--- src/rtl/ah_func_ci_ctrl_pkg.sv ---
// Shared constants for the custom-instruction controller and its function pipeline:
// FSM state encoding and the default pipeline latency.
package ah_func_ci_ctrl_pkg;

  typedef enum logic [1:0] {
    ST_IDLE = 2'd0,
    ST_BUSY = 2'd1,
    ST_DONE = 2'd2
  } ci_state_t;

  localparam int DEF_LATENCY = 62;

endpackage

--- src/rtl/ah_func_ci_ctrl.sv ---
// Nios II multi-cycle custom-instruction front end for a fixed-latency, free-running function pipeline.
// Optional macro AH_FUNC_CI_STATS_EN adds a 32-bit completed-operation counter output.
module ah_func_ci_ctrl
  import ah_func_ci_ctrl_pkg::*;
#(
  parameter int LATENCY = DEF_LATENCY,
  parameter int DATA_W  = 32
) (
  input  logic              clk,
  input  logic              reset_n,
  input  logic              clk_en,
  input  logic              start,
  input  logic [DATA_W-1:0] dataa,
  input  logic [DATA_W-1:0] datab,
  output logic              done,
  output logic [DATA_W-1:0] result,
  output logic [DATA_W-1:0] pipe_a,
  output logic [DATA_W-1:0] pipe_b,
  input  logic [DATA_W-1:0] pipe_result,
  output logic              err_busy
`ifdef AH_FUNC_CI_STATS_EN
  ,
  output logic [31:0]       op_count
`endif
);

  localparam int CNT_W = $clog2(LATENCY + 1);

  ci_state_t        r_state, w_state_nxt;
  logic [CNT_W-1:0] r_cnt;
  logic [DATA_W-1:0] r_result, r_pipe_a, r_pipe_b;
  logic             r_err_busy;
  logic             w_accept, w_reject, w_capture, w_exit;

  assign w_accept  = clk_en && start && (r_state == ST_IDLE);
  assign w_reject  = clk_en && start && (r_state != ST_IDLE);
  assign w_capture = (r_state == ST_BUSY) && (r_cnt == CNT_W'(1));
  assign w_exit    = (r_state == ST_DONE) && clk_en;

  always_comb begin
    w_state_nxt = r_state;
    case (r_state)
      ST_IDLE: if (w_accept)  w_state_nxt = ST_BUSY;
      ST_BUSY: if (w_capture) w_state_nxt = ST_DONE;
      ST_DONE: if (w_exit)    w_state_nxt = ST_IDLE;
      default:                w_state_nxt = ST_IDLE;
    endcase
  end

  always_ff @(posedge clk or negedge reset_n) begin
    if (!reset_n) r_state <= ST_IDLE;
    else          r_state <= w_state_nxt;
  end

  // The pipeline never stalls, so the countdown ignores clk_en once BUSY.
  always_ff @(posedge clk or negedge reset_n) begin
    if (!reset_n) begin
      r_cnt      <= '0;
      r_result   <= '0;
      r_pipe_a   <= '0;
      r_pipe_b   <= '0;
      r_err_busy <= 1'b0;
    end else begin
      if (w_accept) begin
        r_cnt    <= CNT_W'(LATENCY);
        r_pipe_a <= dataa;
        r_pipe_b <= datab;
      end else if (r_state == ST_BUSY) begin
        r_cnt <= w_capture ? '0 : r_cnt - CNT_W'(1);
      end
      if (w_capture) r_result   <= pipe_result;
      if (w_reject)  r_err_busy <= 1'b1;
    end
  end

`ifdef AH_FUNC_CI_STATS_EN
  logic [31:0] r_op_count;
  always_ff @(posedge clk or negedge reset_n) begin
    if (!reset_n)    r_op_count <= '0;
    else if (w_exit) r_op_count <= r_op_count + 32'd1;
  end
  assign op_count = r_op_count;
`endif

  assign done     = (r_state == ST_DONE);
  assign result   = r_result;
  assign pipe_a   = r_pipe_a;
  assign pipe_b   = r_pipe_b;
  assign err_busy = r_err_busy;

endmodule
--- config.mk ---
export PLATFORM = sky130hd
export DESIGN_NAME = ah_func_ci_ctrl
export DESIGN_NICKNAME = d
export VERILOG_FILES = /design/src/rtl/ah_func_ci_ctrl_pkg.sv /design/src/rtl/ah_func_ci_ctrl.sv
export SDC_FILE = /design/constraint.sdc
export NUM_CORES = 1
export LEC_CHECK = 0
export ABC_AREA = 1
export CAP_MARGIN = 5
export CORE_MARGIN = 2
export CORE_UTILIZATION = 45
export DETAILED_ROUTE_END_ITERATION = 12
export PLACE_DENSITY_LB_ADDON = 0.3
export SLEW_MARGIN = 0
export SYNTH_ARGS = -nofsm -noshare
export SYNTH_HDL_FRONTEND = slang
export SYNTH_SLANG_ARGS = --single-unit
--- constraint.sdc ---
create_clock -name clk -period 4 [get_ports clk]
set_clock_uncertainty 0.2 [all_clocks]
set_input_delay 0.4 -clock clk [delete_from_list [all_inputs] [get_ports clk]]
set_output_delay 0.4 -clock clk [all_outputs]
set_load 0.05 [all_outputs]
# ---- Yosys cells after proc, flatten, opt, wreduce, memory -nomap -nowiden
# Cells that the tools add are included.
# Widths: inputs -> output; s select.
dict set report op_classes {
  order_cmp 0
  eq_ne 6
  multipliers 0
  shift 0
  addsub 1
  bitwise_logic 0
  div 0
  reduce_logical 9
  mux 7
}
# op n
set op_table {}
lappend op_table {{$mux 6} 3}
lappend op_table {{$eq 6x1->1 const B} 1}
lappend op_table {{$mux 2} 3}
lappend op_table {{$pmux 2 s3} 1}
lappend op_table {{$sub 6x1->6 const B} 1}
lappend op_table {{$logic_and 1x1->1} 5}
lappend op_table {{$ne 2x2->1 const B} 2}
lappend op_table {{$reduce_bool 2->1} 2}
lappend op_table {{$reduce_and 3->1} 1}
lappend op_table {{$eq 2x1->1 const B} 1}
lappend op_table {{$eq 2x2->1 const B} 1}
lappend op_table {{$logic_not 2->1} 1}
lappend op_table {{$ne 2x1->1 const B} 1}
dict set report word_totals {
  out_inout_bits 98
  rom_bits 0
  mem_bits_rw 0
  word_cells 29
  ff_bits 105
  n_memories 0
  inputBits 100
  latch_bits 0
}

# ---- Longest topological paths before layout
dict set report logic_depth {
  ltp_word 5
  ltp_mapped 8
  ltp_nobuf 7
}

# ---- Worst setup path after synthesis
# No wires, ideal clock.
dict set report synth_timing {
  kind {register to output}
  start {register r_state[0]}
  end {output port done}
  stages_incl_launch_ff 2
  setup_slack_ps 2327
  n_path_buf 0
  arrival_time_ps 1073
  t_required_ps 3400
  path_cell_list {dfrtp_1 -> nor2_1}
}
dict set report synth_between {
  elab_chain_cells 1
}
# item line
set synth_lines {}
lappend synth_lines {{from (decl)} ah_func_ci_ctrl.sv:29} ;# ci_state_t r_state, w_state_nxt;
lappend synth_lines {{from (signal assigned)} ah_func_ci_ctrl.sv:52} ;# else r_state <= w_state_nxt;
lappend synth_lines {{$eq 2x2->1} ah_func_ci_ctrl.sv:85} ;# assign done = (r_state == ST_DONE);
lappend synth_lines {{to (decl)} ah_func_ci_ctrl.sv:15} ;# output logic done,
# No other way between the ends.

# ---- Worst setup path after layout
dict set report layout_timing {
  start {register r_state[1]}
  end {output port done}
}
# The elaborated chain is that of the path after synthesis.

==> metrics.log <==
INFO  metric core_footprint = 0.009328 mm^2
INFO  metric post_route_cells_drive_above_1_share = 7.368%
INFO  metric pins_over_slew_limit = 0
INFO  metric leakagePower = 3.274 nW
INFO  metric synthMuxAreaShare = 0%
INFO  metric area_share_of_and_or_nand_nor_cells_after_synthesis = 12.06%
INFO  metric chipHeight = 102.4 um
INFO  metric r2r_cells = 5
INFO  metric post-dp-hpwl = 7721 um
INFO  metric first_global_vias = 3605
INFO  metric syn-num-nets = 572
INFO  metric slew_headroom = 34.34%
INFO  metric final_net_count = 762
INFO  metric cp-start-kind = flop
INFO  metric netlist.top_cell.by_area = sky130_fd_sc_hd__dfrtp_1
INFO  metric max-cap-violations = 0
INFO  metric die_w = 102.4 um
INFO  metric register_to_register_path_setup_slack = 1750 ps
INFO  metric ioPinCount = 198
INFO  metric cts_hold_buf = 0
INFO  metric timing.setup.critical_path_class = reg2out
INFO  metric synthDistinctLibCells = 24
INFO  metric run_status = finished with violations
INFO  metric max_slew.worst_pin.slew = 983.0 ps
INFO  metric maximum_resistive_drop_on_vdd = 0.6165 mV
INFO  metric critical_path.slowest_cell = sky130_fd_sc_hd__clkdlybuf4s50_1
INFO  metric clk_latency = 350 ps
INFO  metric yosys_warnings = 0
INFO  metric antenna-diode-count = 0
INFO  metric worstPathArrival = 1730 ps
INFO  metric port_buffers = 197
INFO  metric cts_buffers = 9
INFO  metric remaining_drc_errors = 0
INFO  metric synth-seq-area-share = 60.28%
INFO  metric gp_congestion = 0.7399
INFO  metric drt-pass1-iter-count = 4
INFO  metric hold_path_class = in2async
INFO  metric worstSetupStartpoint = r_state[1]
INFO  metric dominant_cells_by_area_after_synthesis = sky130_fd_sc_hd__dfrtp_1 60%, sky130_fd_sc_hd__nand2_1 9.8%, sky130_fd_sc_hd__inv_1 9.1%
INFO  metric area.growth.synth_to_final = 50.49%
INFO  metric failed_checks = hold timing
INFO  metric layout.core_utilization = 70.33%
INFO  metric rsz_0062_raised_after_global_routing = no
INFO  metric dpl-instance-area = 0.006374 mm^2
INFO  metric area_fraction_in_compound_gates_after_synthesis = 14.27%
INFO  metric flops_latches_synth = 105
INFO  metric drt-vias-per-instance = 4.545
INFO  metric finalCritPeriodShare = 58.30%
INFO  metric timing.setup.tns = 0 ps
INFO  metric xor_xnor_fraction_of_synth_area = 0.2009%
INFO  metric critPathMaxFanout = 3
INFO  metric die_area = 0.01049 mm^2
INFO  metric synth.cell_area = 0.004359 mm^2
INFO  metric start_util = 46.73%
INFO  metric worst_slack = 1668 ps
INFO  metric grt_pass1_wl = 16540 um
INFO  metric drt-total-wl = 10410 um
INFO  metric grt_antenna_before_repair = 0
INFO  metric timing.critical_path.required = 3400 ps
INFO  metric rr_endpoint = result[22]
INFO  metric syn_inst = 470
INFO  metric critPathCaptureType = primary output
INFO  metric h-tree-depth = 3
INFO  metric worst_path_largest_cell_delay = 820 ps
INFO  metric route.detailed.wl_per_inst = 13.11 um
INFO  metric finalCriticalPeriod = 2332 ps
INFO  metric route.antenna.remaining_nets = 0
INFO  metric initialDrtViolationCount = 128
INFO  metric dp_worst_setup_slack = 1741 ps
INFO  metric crit_path_cell_trace = inv_1, nor2_1, clkdlybuf4s50_1
INFO  metric largest_family_of_logic_cells_by_synthesized_area = compound AO/OA/AOI/OAI gates
INFO  metric hold_viol = 7
INFO  metric synthesis.area_per_instance = 9.275 um^2
INFO  metric clockRootBuffer = sky130_fd_sc_hd__clkbuf_8
INFO  metric clock_sinks = 105
INFO  metric cts.clk_slew.worst_paths = 100 ps
INFO  metric power_per_cell_area = 941.9 mW/mm^2
INFO  metric gr-total-overflow = 0
INFO  metric fp-row-count = 35
INFO  metric via_count = 3609
INFO  metric cts_setup_buffers = 0
INFO  metric grt.total_usage = 20.11%
INFO  metric synth.top_cell.area_share = 60.28%
INFO  metric setup-violations-final = 0
INFO  metric layout.cell_area.non_filler = 0.006560 mm^2
INFO  metric post_cts_resized = 0
INFO  metric crit-reg2reg-launch = r_cnt[1]
INFO  metric max_clock_freq = 428.8 MHz
INFO  metric yosys.area_share.adder = 0.5741%
INFO  metric final.hold.worst_slack = -1.283 ps
INFO  metric cts_max_path_buffers = 2
INFO  metric pin_count_of_the_biggest_net_entering_global_routing = 80
INFO  metric tritoncts_clock_tree = yes
-- synth_stat cells --
| master | number |
|---|---|
| sky130_fd_sc_hd__inv_1 | 106 |
| sky130_fd_sc_hd__o21ai_2 | 23 |
| sky130_fd_sc_hd__nand3_1 | 4 |
| sky130_fd_sc_hd__buf_6 | 8 |
| sky130_fd_sc_hd__nand2_1 | 114 |
| sky130_fd_sc_hd__nand4_4 | 1 |
| sky130_fd_sc_hd__nand4_1 | 2 |
| sky130_fd_sc_hd__o21ai_1 | 59 |
| sky130_fd_sc_hd__o211ai_1 | 1 |
| sky130_fd_sc_hd__ha_1 | 2 |
| sky130_fd_sc_hd__o21ai_0 | 18 |
| sky130_fd_sc_hd__clkbuf_2 | 1 |
| sky130_fd_sc_hd__o21bai_1 | 2 |
| sky130_fd_sc_hd__xnor2_1 | 1 |
| sky130_fd_sc_hd__nand3_2 | 1 |
| sky130_fd_sc_hd__nor2_2 | 2 |
| sky130_fd_sc_hd__inv_4 | 1 |
| sky130_fd_sc_hd__dfrtp_1 | 105 |
| sky130_fd_sc_hd__o31ai_1 | 1 |
| sky130_fd_sc_hd__a21oi_1 | 1 |
| sky130_fd_sc_hd__buf_2 | 5 |
| sky130_fd_sc_hd__nand2_2 | 1 |
| sky130_fd_sc_hd__nor2_1 | 4 |
| sky130_fd_sc_hd__clkbuf_1 | 7 |
-- logic make-up (layout without fill, tap and decap cells) --
| kind of cell | after synthesis | in the layout |
|---|---|---|
| buffers and inverters | 128 | 323 |
| and+or+nand+nor | 129 | 129 |
| xor gates and xnor gates | 1 | 1 |
| AOI/OAI and AO/OA | 105 | 105 |
| adders and majority gates | 2 | 2 |
| DFF | 105 | 105 |
-- registers in the layout (all words and copies together) (netlist names) --
signal	cells
pipe_b	32
pipe_a	32
err_busy	1
result	32
r_state	2
r_cnt	6
-- cells in the final DEF, fill, tap and decap left out, drive strengths merged --
| cell type | count |
|---|---|
| nand2 | 115 |
| buf | 4 |
| o21ai | 100 |
| a21oi | 1 |
| dfrtp | 105 |
| clkdlybuf4s50 | 196 |
| clkbuf | 10 |
| clkinv | 3 |
| inv | 110 |
| nor2 | 6 |
| xnor2 | 1 |
| o31ai | 1 |
| ha | 2 |
| o21bai | 2 |
| o211ai | 1 |
| nand4 | 3 |
| nand3 | 5 |
-- worst max path at each step --
stage	to	slack [ps]	cells after the start
after floorplan	done	2330	1
after global placement	r_cnt[5]	1790	6
after detailed placement	result[22]	1740	5
after CTS	done	1640	3
after global routing	result[4]	1550	5
final	done	1670	3
-- stage by stage --
step | power (W) | cells
2_1_floorplan | 0.004279 | 470
3_3_place_gp | 0.005500 | 778
3_5_place_dp | 0.005589 | 778
4_1_cts | 0.006228 | 794
5_1_grt | 0.006513 | 794
6_report | 0.006179 | 794
-- worst max-delay path: cells and delay by family, from the launching register on --
kind                   cells  cell delay, ps
AND/OR/NAND/NOR            1              90
flip-flops                 1             390
buffers and inverters      2             900
-- power breakdown --
part | switching (W) | leakage (nW) | internal (W)
clock network | 0.000377 | 0.0976 | 0.000252
logic | 0.00246 | 1.93 | 0.00121
registers | 0.000302 | 1.25 | 0.00158
total | 0.00314 | 3.27 | 0.00304
-- area by class of cell --
type	count	area, um^2
well taps	129	161.4
multi-input cells	237	1189
fillers	723	2768
clock inverters	6	48.80
clock buffers	10	137.6
flip-flops and latches	105	2628
repair buffers	200	1992
inverters	107	404.1
-- layer usage --
layer  global-route usage, %  up-vias  share of wire [%]
met5                       0        -                  0
met4                   6.564        0                1.9
li1                        -     1799                  -
met1                   25.19     1627                 43
met2                   32.08      167                 44
met3                   8.003       16                 11
Power figures use the tool's default switching activity.
